$ cat src/rtl/uart_cmd_fifo.sv
// uart_cmd_fifo: edge-detected, optionally move-filtered show-ahead command FIFO between uartRX and the CPU
module uart_cmd_fifo #(
  parameter int DEPTH = 16,
  parameter bit FILTER_EN = 1'b1
) (
  input  logic                     clk,
  input  logic                     rst,
  input  logic [7:0]               rx_data,
  input  logic                     rx_valid,
  input  logic                     pop,
  input  logic                     clr_ovf,
  output logic [31:0]              rd_data,
  output logic                     empty,
  output logic                     full,
  output logic [$clog2(DEPTH):0]   count,
  output logic                     overflow,
  output logic [3:0]               last_dir
);
  localparam int AW = $clog2(DEPTH);
  localparam int CW = AW + 1;
  logic [7:0]    mem [DEPTH];
  logic [AW-1:0] wr_ptr, rd_ptr;
  logic          rx_valid_q;
  logic          push_req, is_move, qual, do_push, do_pop;
  logic [3:0]    dir;
  always_comb begin
    dir = rx_data == 8'h55 ? 4'b0001 :
          rx_data == 8'h44 ? 4'b0010 :
          rx_data == 8'h4C ? 4'b0100 :
          rx_data == 8'h52 ? 4'b1000 : 4'b0000;
    is_move  = |dir;
    push_req = rx_valid & ~rx_valid_q;
    qual     = push_req & (!FILTER_EN || is_move);
    empty    = count == '0;
    full     = count == CW'(DEPTH);
    do_pop   = pop & ~empty;
    do_push  = qual & (~full | do_pop);
    rd_data  = empty ? 32'h0 : {24'h0, mem[rd_ptr]};
  end
  // Storage is deliberately unreset; empty masks stale contents on rd_data.
  always_ff @(posedge clk)
    if (do_push) mem[wr_ptr] <= rx_data;
  always_ff @(posedge clk or negedge rst)
    if (!rst) begin
      rx_valid_q <= 1'b0;
      wr_ptr     <= '0;
      rd_ptr     <= '0;
      count      <= '0;
      overflow   <= 1'b0;
      last_dir   <= 4'b0000;
    end else begin
      rx_valid_q <= rx_valid;
      if (do_push) wr_ptr <= wr_ptr + AW'(1);
      if (do_pop) rd_ptr <= rd_ptr + AW'(1);
      count <= count + CW'(do_push) - CW'(do_pop);
      if (qual) last_dir <= dir;
      if (qual & full & ~do_pop) overflow <= 1'b1;
      else if (clr_ovf) overflow <= 1'b0;
    end
endmodule

$ cat config.mk
export PLATFORM = sky130hd
export DESIGN_NAME = uart_cmd_fifo
export DESIGN_NICKNAME = d
export VERILOG_FILES = /design/src/rtl/uart_cmd_fifo.sv
export SDC_FILE = /design/constraint.sdc
export NUM_CORES = 1
export LEC_CHECK = 0
export BUFFER_PORTS_ARGS = -buffer_cell sky130_fd_sc_hd__buf_2
export CORE_ASPECT_RATIO = 0.8
export CORE_MARGIN = 3
export CORE_UTILIZATION = 37
export CTS_BUF_LIST = sky130_fd_sc_hd__clkbuf_8 sky130_fd_sc_hd__clkbuf_16
export CTS_CLUSTER_SIZE = 10
export DETAILED_ROUTE_END_ITERATION = 8
export GPL_ROUTABILITY_DRIVEN = 0
export HOLD_SLACK_MARGIN = 0.05
export MAX_ROUTING_LAYER = met4
export PLACE_DENSITY_LB_ADDON = 0.12
export SETUP_SLACK_MARGIN = 0.2
export SLEW_MARGIN = 20
export SYNTH_ARGS = -nofsm -noshare
export SYNTH_HDL_FRONTEND = slang
export SYNTH_SLANG_ARGS = --single-unit
$ cat constraint.sdc
create_clock -name clk -period 3.1 [get_ports clk]
set_input_delay 0.62 -clock clk [delete_from_list [all_inputs] [get_ports clk]]
set_output_delay 0.62 -clock clk [all_outputs]
set_load 0.05 [all_outputs]
# Word-level counts from Yosys, hierarchy flattened
# Memories as Yosys holds them, arrays and structs flattened.
# Cells that the tools add are included.
[op_classes] bitwise_logic=11 n_eq_ne=5 reduce_logical=3 addsub=4 n_mux=9
[ops] cell="== test 8 x 7 -> 1 bit (second input constant)" count=4
[ops] cell="2-to-1 mux 4 bit" count=4
[ops] cell="adder 4 x 1 -> 4 bit (second input constant)" count=2
[ops] cell="2-to-1 mux 8 bit" count=1
[ops] cell="bitwise AND 1 bit" count=6
[ops] cell="adder 5 x 1 -> 5 bit" count=1
[ops] cell="== test 5 bit (second input constant)" count=1
[ops] cell="logical NOT 5 bit" count=1
[ops] cell="subtractor 5 x 1 -> 5 bit" count=1
[ops] cell="2-to-1 mux 1 bit" count=4
[ops] cell="inverter 1 bit" count=4
[ops] cell="OR reduction 4 bit" count=1
[ops] cell="nonzero test 2 bit" count=1
[ops] cell="OR 1 bit" count=1
[totals] in_bits=13 output_inout_bits=44 wordCells=39 ramBits=128 mem_count=1 ff_bits=19
[mem_list] memory="mem" words=16 width=8 rd=1 rd_clocked_by_memory_dff=0 write_ports=1 line_no="21" rtl="logic [7:0] mem [DEPTH];"

# Logic depth before layout (Yosys ltp)
# Gate-level depths: netlist (run 1).
[logic_depth] word_depth=10 depth_mapped=13 ltp_nobuf=13

# Least setup slack after synthesis (run 1)
# Ideal clock, no wire load.
[synth_timing] path_kind="register to output" from="reg count[2]" to="out rd_data[6]" required_ns=2.480 setup_slack_ns=0.307 n_path_buf=1 stages_incl_launch_ff=7 arrival_ns=2.173 cell_sequence="dfrtp_1 -> inv_1 -> ha_1 -> or4b_4 -> nand2b_1 -> buf_1 -> o22ai_1"
[synth_via] elab_chain_cells=2
[synth_lines] element="from (decl)" line_no="15" rtl="output logic [$clog2(DEPTH):0] count,"
[synth_lines] element="from (signal assigned)" line_no="55" rtl="count <= count + CW'(do_push) - CW'(do_pop);"
[synth_lines] element="logical NOT 5 bit" line_no="34" rtl="empty = count == '0;"
[synth_lines] element="2-to-1 mux 8 bit" line_no="38" rtl="rd_data = empty ? 32'h0 : {24'h0, mem[rd_ptr]};"
[synth_lines] element="to (decl)" line_no="12" rtl="output logic [31:0] rd_data,"
# No other way between the ends.

# Final worst setup path (run 1)
[layout_timing] from="reg count[2]" to="out rd_data[3]"
# The elaborated chain is that of the path after synthesis.

==> flow_metrics.env, run 1 <==
export IMPL_run_status="completed"
export IMPL_grt_most_used_layer="met2"
export IMPL_tritoncts="yes"
export IMPL_postLayoutSetupSlackWorst_ns=0.272
export IMPL_synthDistinctLibCells=43
export IMPL_final_hold_violation_count=0
export IMPL_synthArstFlopShare_pct=12.9
export IMPL_grt_setup_unrepaired="yes"
export IMPL_grt_max_degree=36
export IMPL_antenna_left=0
export IMPL_critical_path_endpoint_category="output port"
export IMPL_drtPass1Iterations=4
export IMPL_synth_top_area_share_pct=61.4
export IMPL_detailed_placement_wirelength_estimate_um=9560
export IMPL_r2r_worst_path_cells=12
export IMPL_global_route_track_usage_on_met1_pct=23.3
export IMPL_most_frequent_standard_cell_in_the_layout_excluding_fill_and_tap_cells="edfxtp_1"
export IMPL_power_per_cell_area_mw_per_mm2=894
export IMPL_via_count_of_the_routed_design=3202
export IMPL_timing_max_cap_violations=0
export IMPL_post_route_setup_tns_ns=0
export IMPL_core_area_mm2=0.0162
export IMPL_clock_skew_ns=0.0118
export IMPL_total_clock_buffers_created_by_cts=17
export IMPL_clock_insertion_delay_worst_skew_ns=0.42
export IMPL_die_h_um=122
export IMPL_buffer_ports_inserted=32
export IMPL_antenna_found_initial=0
export IMPL_crit_type="flop to output port"
export IMPL_cts_sink_count=147
export IMPL_share_of_the_cycle_needed_by_the_critical_path_after_routing_pct=91.2
export IMPL_postRouteWirelength_um=13900
export IMPL_io_pins=57
export IMPL_worst_setup_path_start_kind="flop"
export IMPL_timing_hold_ws_ns=0.144
export IMPL_grtUsageTotal_pct=16.8
export IMPL_ctsRootBufferMaster="clkbuf_16"
export IMPL_synth_area_top_cells="edfxtp_1 61%, mux4_2 12%, dfrtp_1 7.6%"
export IMPL_dp_worst_setup_slack_ns=0.175
export IMPL_antenna_diode_count=0
export IMPL_fp_row_count=41
export IMPL_critical_path_arrival_ns=2.21
export IMPL_grtUsageMet2_pct=25.0
export IMPL_synth_area_mm2=0.00626
export IMPL_die_width_um=151
export IMPL_number_of_slew_limit_violations_in_the_final_report=0
export IMPL_worst_slew_pin_slew_ns=0.545
export IMPL_ir_worst_vdd_uv=361
export IMPL_min_period_ns=2.83
export IMPL_required_time_worst_endpoint_ns=2.48
export IMPL_fmax_mhz=354
export IMPL_synth_seq_cells=147
export IMPL_regToRegSetupSlack_ns=0.39
export IMPL_ctsHtreeMaxLevel=4
export IMPL_postCtsHoldBufs=0
export IMPL_clk_pin_slew_ns=0.06
export IMPL_rr_startpoint="count[2]"
export IMPL_fraction_of_final_layout_cells_sized_beyond_drive_strength_1_pct=35.0
export IMPL_max_slew_margin_rel_pct=63.7
export IMPL_end_of_the_worst_register_to_register_path="count[4]"
export IMPL_synth_largest_area_cell="edfxtp_1"
export IMPL_most_common_layout_cells="128 x edfxtp_1, 36 x buf_4, 32 x mux4_2"
export IMPL_seq_area_frac_synth_pct=69.0
export IMPL_grt_overflow_total=0
export IMPL_first_global_vias=3409
export IMPL_effective_utilization_at_floorplan_pct=38.7
export IMPL_setup_violations=0
export IMPL_synthFlopType="edfxtp_1"
export IMPL_synth_enable_flop_cells=128
export IMPL_cts_root_to_sink_buffers=2
export IMPL_nNetsFinal=440
export IMPL_grt_pass1_wl_um=21300
export IMPL_worst_path_max_fanout=5
export IMPL_die_area_mm2=0.0185
export IMPL_route_detailed_vias_per_inst=4.98
export IMPL_leakagePower_nw=2.83
export IMPL_drt_initial_drc_count=192
export IMPL_synthesis_yosys_warnings=0
export IMPL_syn_area_per_cell_um2=18.5
export IMPL_route_detailed_wl_per_inst_um=21.6
export IMPL_use_met3_pct=4.32
export IMPL_synthCells=339
export IMPL_timing_hold_worst_class="primary input to async pin"
export IMPL_area_delta_synth_final_pct=19.8
export IMPL_detail_route_drc_violations=0
[report_power, final]
part / total (mW) / internal (mW) / leakage (nW) / switching [mW]
sequential: 2.33 / 2.23 / 1.39 / 0.0987
clock: 2.10 / 1.28 / 0.290 / 0.822
combinational: 2.28 / 0.918 / 1.15 / 1.36
[cells by family after synthesis]
logic type / Yosys count / synth area share [%]
and+or+nand+nor: 52 / 5.52
muxes: 51 / 14.6
other: 1 / 0.0599
buffers and inverters: 47 / 4.66
AOI/OAI and AO/OA: 20 / 2.38
adders and majority gates: 11 / 2.32
DFF: 147 / 69.0
xor gates and xnor gates: 10 / 1.40
[flip-flops by register name, summed over array words and instances, names as in the netlist]
register,count
count,5
last_dir,4
mem,128
overflow,1
rd_ptr,4
rx_valid_q,1
wr_ptr,4
[worst max path at each step]
stage	startpoint	endpoint	slack, ns	cells after the start
final	count[2]	rd_data[3]	0.27	7
after global routing	rd_ptr[0]	rd_data[0]	0.19	5
after CTS	rd_ptr[0]	rd_data[4]	0.20	5
after detailed placement	rx_data[5]	count[4]	0.17	12
after global placement	rx_data[5]	count[4]	0.24	12
after floorplan	count[2]	rd_data[6]	0.31	6
[cells in the mapped netlist (all sizes together) (2+ instances only)]
| cell | number |
|---|---|
| nand2 | 9 |
| and4bb | 2 |
| or4b | 2 |
| o21ai | 3 |
| clkbuf | 2 |
| inv | 11 |
| mux4 | 32 |
| and2 | 7 |
| a21oi | 4 |
| edfxtp | 128 |
| nand3 | 4 |
| nand2b | 2 |
| nor2 | 5 |
| o22ai | 8 |
| xnor2 | 6 |
| and3 | 12 |
| buf | 34 |
| nor2b | 2 |
| mux2 | 3 |
| ha | 10 |
| dfrtp | 19 |
| xor2 | 4 |
| mux2i | 16 |
| nand4 | 2 |
[what timing repair did]
| action | in CTS | in global routing |
|---|---|---|
| pin swaps | 0 | 0 |
| gates resized for setup | 6 | 10 |
| buffers inserted | 1 | 2 |
| setup endpoints to repair | 8 | 6 |
[worst max-delay path, cell delays in order, from the launching register on]
cell and delay (ns):
dfrtp_1 0.40, inv_1 0.09, ha_1 0.17, or4b_4 0.54
nand2b_4 0.17, buf_4 0.13, o22ai_1 0.06, buf_2 0.22
[cell type report]
type	instances	area, µm²
Fill cell	1407	8660
Multi-Input combinational cell	168	1760
Tap cell	215	269
Inverter	11	41.3
Clock buffer	17	425
Sequential cell	147	4320
Timing Repair Buffer	71	494
Clock inverter	14	180
[through the flow]
step	util, %	total power, mW	instance area (µm²)	instances
2_1_floorplan	-	4.03	6340	362
4_1_cts	46.1	6.71	7450	641
5_1_grt	46.4	7.03	7500	643
3_3_place_gp	42.2	4.57	6820	609
3_5_place_dp	42.2	4.57	6820	609
6_report	46.4	6.70	7500	643
[routing by layer]
layer	wire length (µm)	part of all wire [%]
met1	6550	47
met2	6520	47
met3	654	4.7
met4	170	1.2
met5	0	0
Power figures use the tool's default switching activity.
==> run 2, diff against run 1 <==
--- a/config.mk
+++ b/config.mk
@@ -5,7 +5,10 @@
 export SDC_FILE = /design/constraint.sdc
 export NUM_CORES = 1
 export LEC_CHECK = 0
+export ABC_AREA = 0
 export BUFFER_PORTS_ARGS = -buffer_cell sky130_fd_sc_hd__buf_2
+export CELL_PAD_IN_SITES_DETAIL_PLACEMENT = 2
+export CELL_PAD_IN_SITES_GLOBAL_PLACEMENT = 2
 export CORE_ASPECT_RATIO = 0.8
 export CORE_MARGIN = 3
 export CORE_UTILIZATION = 37
@@ -17,7 +20,7 @@
 export MAX_ROUTING_LAYER = met4
 export PLACE_DENSITY_LB_ADDON = 0.12
 export SETUP_SLACK_MARGIN = 0.2
-export SLEW_MARGIN = 20
+export SLEW_MARGIN = 10
 export SYNTH_ARGS = -nofsm -noshare
 export SYNTH_HDL_FRONTEND = slang
 export SYNTH_SLANG_ARGS = --single-unit
==> flow_metrics.env, run 2 (same netlist as run 1, synthesis figures left out) <==
export IMPL_largest_register="mem"
export IMPL_postCtsHoldBufs=0
export IMPL_ctsHtreeMaxLevel=4
export IMPL_postRouteWirelength_um=17200
export IMPL_min_period_ns=2.89
export IMPL_clk_pin_slew_ns=0.07
export IMPL_die_area_mm2=0.0185
export IMPL_postLayoutSetupSlackWorst_ns=0.208
export IMPL_timing_hold_worst_class="primary input to async pin"
export IMPL_placement_cell_area_mm2=0.00686
export IMPL_fraction_of_final_layout_cells_sized_beyond_drive_strength_1_pct=36.8
export IMPL_crit_type="flop to output port"
export IMPL_path_cells="buf_12 > mux4_2 > mux2i_2 > o22ai_1 > buf_2"
export IMPL_core_area_mm2=0.0162
export IMPL_most_frequent_standard_cell_in_the_layout_excluding_fill_and_tap_cells="edfxtp_1"
export IMPL_largest_register_ffs=128
export IMPL_required_time_worst_endpoint_ns=2.48
export IMPL_ir_worst_vdd_uv=426
export IMPL_grt_overflow_total=0
export IMPL_antenna_found_initial=0
export IMPL_post_route_setup_tns_ns=0
export IMPL_ctsRootBufferMaster="clkbuf_16"
export IMPL_most_common_layout_cells="128 x edfxtp_1, 36 x buf_4, 32 x mux4_2"
export IMPL_number_of_slew_limit_violations_in_the_final_report=0
export IMPL_power_per_cell_area_mw_per_mm2=931
export IMPL_critical_path_arrival_ns=2.27
export IMPL_first_global_vias=3618
export IMPL_crit_path_max_incr_delay_ns=0.54
export IMPL_fin_area_mm2=0.00769
export IMPL_drt_initial_drc_count=231
export IMPL_multi_input_area_mm2=0.00180
export IMPL_final_hold_violation_count=0
export IMPL_via_count_of_the_routed_design=3306
export IMPL_grtUsageTotal_pct=19.8
export IMPL_leakagePower_nw=2.88
export IMPL_power_total_mw=7.16
export IMPL_cp_num_buf_inv=2
export IMPL_drtPass1Iterations=4
export IMPL_io_pins=57
export IMPL_critical_path_endpoint_category="output port"
export IMPL_detailed_placement_wirelength_estimate_um=11000
export IMPL_detail_route_drc_violations=0
export IMPL_antenna_left=0
export IMPL_largest_registers_in_the_final_layout="mem (128), count (5)"
export IMPL_cts_sink_count=147
export IMPL_dp_worst_setup_slack_ns=0.181
export IMPL_cell_count_post_placement=609
export IMPL_finalNonFillerCells=647
export IMPL_clock_skew_ns=0.0119
export IMPL_area_delta_synth_final_pct=22.9
export IMPL_grt_pass1_wl_um=24800
export IMPL_effective_utilization_at_floorplan_pct=38.7
export IMPL_grt_setup_unrepaired="yes"
export IMPL_grt_max_degree=24
export IMPL_worst_path_max_delay_cell="mux4_2"
export IMPL_antenna_diode_count=0
export IMPL_setup_violations=0
export IMPL_total_clock_buffers_created_by_cts=17
export IMPL_die_width_um=151
export IMPL_worst_path_max_fanout=6
export IMPL_route_detailed_wl_per_inst_um=26.5
export IMPL_fmax_mhz=346
export IMPL_count_of_fill_cells_added_during_filler_insertion=1497
export IMPL_clock_insertion_delay_worst_skew_ns=0.43
export IMPL_worst_setup_path_start_kind="flop"
export IMPL_route_detailed_vias_per_inst=5.11
export IMPL_timing_max_cap_violations=0
export IMPL_nNetsFinal=443
export IMPL_timing_critical_path_max_delay_family="multiplexers"
export IMPL_seq_area_mm2=0.00432
export IMPL_share_of_the_cycle_needed_by_the_critical_path_after_routing_pct=93.3
export IMPL_die_h_um=122
export IMPL_cts_root_to_sink_buffers=2
export IMPL_run_status="completed"
export IMPL_buffer_ports_inserted=32
export IMPL_tritoncts="yes"
export IMPL_fp_row_count=41
## run 2: worst paths after layout
path,end,cells after the start,slack [ns],startpoint
max,rd_data[1],5,0.21,rd_ptr[0]
min,overflow,1,0.14,rst
max in group asynchronous,rd_ptr[0],1,2.61,rst
min reg2reg,last_dir[1],1,0.51,last_dir[1]
min in group clk,rx_valid_q,1,0.34,rx_valid
max reg2reg,count[4],12,0.38,count[3]
## run 2: cell type report
class	count	share of cell area (%)
clock inverters	15	2.77
multi-input cells	168	23.4
inverters	11	0.537
flip-flops and latches	147	56.2
well taps	215	3.50
repair buffers	74	8.04
clock buffers	17	5.53
## run 2: per-layer routing
metal | up-vias | GRT usage, % | share of wire [%]
met1 | 1768 | 26.9 | 43
met2 | 85 | 31.1 | 50
met5 | - | - | 0
met3 | 12 | 4.69 | 6.1
met4 | 0 | 3.91 | 0.91
li1 | 1441 | - | -
## run 2: power breakdown
part	leakage [nW]	switching, mW	internal [mW]	total (mW)
clock	0.306	0.845	1.42	2.27
combinational	1.19	1.51	1.06	2.57
sequential	1.39	0.0949	2.23	2.32
## run 2: timing repair
| item | 4_1_cts | 5_1_grt |
|---|---|---|
| resized for setup | 5 | 25 |
| pin swaps | 0 | 2 |
| cloned | 0 | 3 |
| setup endpoints to repair | 8 | 9 |
| buffers inserted | 0 | 3 |
## run 2: metrics by stage
stage	hold slack (ns)	util, %
finish	0.142	47.6
floorplan	0.324	-
detailed placement	0.499	42.4
global route	0.156	47.6
global placement	0.488	42.4
CTS	0.151	46.5
==> run 3, diff against run 2 <==
==> constraint.sdc (replaced) <==
create_clock -name clk -period 3.1 [get_ports clk]
set_input_delay 0.155 -clock clk [delete_from_list [all_inputs] [get_ports clk]]
set_output_delay 0.155 -clock clk [all_outputs]
set_load 0.05 [all_outputs]
==> flow_metrics.env, run 3 (same netlist as run 1, synthesis figures left out) <==
export IMPL_clock_skew_ns=0.00942
export IMPL_clk_pin_slew_ns=0.06
export IMPL_effective_utilization_at_floorplan_pct=38.7
export IMPL_end_of_the_worst_register_to_register_path="count[4]"
export IMPL_run_status="completed"
export IMPL_grt_max_degree=22
export IMPL_use_met3_pct=3.99
export IMPL_nNetsFinal=415
export IMPL_capturing_instance_or_port_of_the_critical_path="count[4]"
export IMPL_max_slew_margin_rel_pct=56.0
export IMPL_cell_count_post_placement=584
export IMPL_required_time_worst_endpoint_ns=3.41
export IMPL_r2r_worst_path_cells=12
export IMPL_leakagePower_nw=2.66
export IMPL_final_hold_violation_count=0
export IMPL_largest_register="mem"
export IMPL_crit_type="flop to flop"
export IMPL_setup_violations=0
export IMPL_number_of_slew_limit_violations_in_the_final_report=0
export IMPL_die_h_um=122
export IMPL_via_count_of_the_routed_design=3143
export IMPL_grt_overflow_total=0
export IMPL_antenna_found_initial=0
export IMPL_postCtsSetupBuffers=0
export IMPL_critical_path_arrival_ns=3.05
export IMPL_ctsHtreeMaxLevel=4
export IMPL_io_pins=57
export IMPL_timing_hold_worst_class="primary input to flop"
export IMPL_grt_pass1_wl_um=23200
export IMPL_grt_setup_unrepaired="no"
export IMPL_route_detailed_vias_per_inst=5.08
export IMPL_route_detailed_wl_per_inst_um=24.5
export IMPL_antenna_diode_count=0
export IMPL_die_width_um=151
export IMPL_min_period_ns=2.74
export IMPL_timing_max_cap_violations=0
export IMPL_grtUsageTotal_pct=18.3
export IMPL_power_per_cell_area_mw_per_mm2=908
export IMPL_clock_insertion_delay_worst_skew_ns=0.43
export IMPL_first_global_vias=3537
export IMPL_regToRegSetupSlack_ns=0.36
export IMPL_critical_path_endpoint_category="flop"
export IMPL_worst_setup_path_startpoint="count[3]"
export IMPL_postRouteWirelength_um=15200
export IMPL_ir_worst_vdd_uv=406
export IMPL_area_delta_synth_final_pct=15.6
export IMPL_drtPass1Iterations=5
export IMPL_seq_area_mm2=0.00432
export IMPL_grtUsageMet2_pct=29.0
export IMPL_most_common_layout_cells="128 x edfxtp_1, 32 x mux4_2, 32 x buf_2"
export IMPL_tritoncts="yes"
export IMPL_cts_root_to_sink_buffers=2
export IMPL_fmax_mhz=365
export IMPL_fin_area_mm2=0.00723
export IMPL_placement_cell_area_mm2=0.00662
export IMPL_core_area_mm2=0.0162
export IMPL_min_from="pop"
export IMPL_finalNonFillerCells=619
export IMPL_rr_startpoint="count[3]"
export IMPL_detail_route_drc_violations=0
export IMPL_buffer_ports_inserted=32
export IMPL_fp_row_count=41
export IMPL_antenna_left=0
export IMPL_worst_setup_path_start_kind="flop"
export IMPL_count_of_fill_cells_added_during_filler_insertion=1514
export IMPL_share_of_the_cycle_needed_by_the_critical_path_after_routing_pct=88.5
export IMPL_cts_sink_count=147
export IMPL_largest_registers_in_the_final_layout="mem (128), count (5)"
export IMPL_die_area_mm2=0.0185
export IMPL_most_frequent_standard_cell_in_the_layout_excluding_fill_and_tap_cells="edfxtp_1"
export IMPL_largest_register_ffs=128
export IMPL_worst_slew_pin_slew_ns=0.661
export IMPL_fraction_of_final_layout_cells_sized_beyond_drive_strength_1_pct=29.0
export IMPL_ctsRootBufferMaster="clkbuf_16"
export IMPL_grt_most_used_layer="met2"
export IMPL_multi_input_area_mm2=0.00173
export IMPL_total_clock_buffers_created_by_cts=17
export IMPL_drt_initial_drc_count=191
export IMPL_power_total_mw=6.57
export IMPL_worst_path_max_fanout=5
export IMPL_detailed_placement_wirelength_estimate_um=10300
export IMPL_post_route_setup_tns_ns=0
export IMPL_global_route_track_usage_on_met1_pct=24.0
run 3: report_power, final:
group | internal [mW] | leakage [nW] | switching (mW)
clock | 1.19 | 0.274 | 0.845
sequential | 2.23 | 1.39 | 0.178
combinational | 0.816 | 1.00 | 1.31
run 3: timing repair:
| action | 4_1_cts | 5_1_grt |
|---|---|---|
| hold buffers | 3 | 0 |
| setup endpoints to repair | 4 | 0 |
| endpoints found under the hold margin | 21 | 0 |
| gates resized for setup | 1 | 0 |
run 3: metrics by stage:
| stage | hold slack, ns | utilization [%] | worst slack [ns] |
|---|---|---|---|
| 3_3_place_gp | 0.145 | 41.0 | 0.464 |
| 2_1_floorplan | -0.141 | - | 0.381 |
| 6_report | 0.124 | 44.8 | 0.358 |
| 5_1_grt | 0.142 | 44.8 | 0.206 |
| 4_1_cts | 0.119 | 44.8 | 0.341 |
| 3_5_place_dp | 0.154 | 41.0 | 0.365 |
run 3: critical path: stages, from the launching register on:
cell	delay (ns)
dfrtp_1	0.41
inv_1	0.10
ha_1	0.18
or4b_4	0.50
nand2_1	0.18
mux2_2	0.36
ha_1	0.19
inv_1	0.07
fa_1	0.22
inv_1	0.06
a21oi_1	0.12
o21bai_1	0.09
xnor2_1	0.13
run 3: how the worst min path moves through the flow:
stage                              to  slack (ns)  depth (start not counted)
after floorplan              count[0]       -0.14                          0
after global placement    last_dir[1]        0.14                          1
after detailed placement  last_dir[1]        0.15                          1
after CTS                   rd_ptr[0]        0.12                          3
after global routing        rd_ptr[0]        0.14                          3
final                       rd_ptr[0]        0.12                          3
run 3: area by class of cell:
| type | count | area share, % |
|---|---|---|
| Sequential cell | 147 | 59.8 |
| Clock buffer | 17 | 5.88 |
| Multi-Input combinational cell | 168 | 23.9 |
| Clock inverter | 15 | 2.16 |
| Timing Repair Buffer | 46 | 3.94 |
| Inverter | 11 | 0.571 |
| Tap cell | 215 | 3.72 |
run 3: layer usage:
| metal | vias up | part of all wire (%) | wire length (µm) |
|---|---|---|---|
| met5 | - | 0 | 0 |
| met4 | 0 | 1.2 | 184 |
| met3 | 19 | 3.4 | 522 |
| met2 | 61 | 50 | 7630 |
| met1 | 1671 | 45 | 6830 |
| li1 | 1392 | - | - |
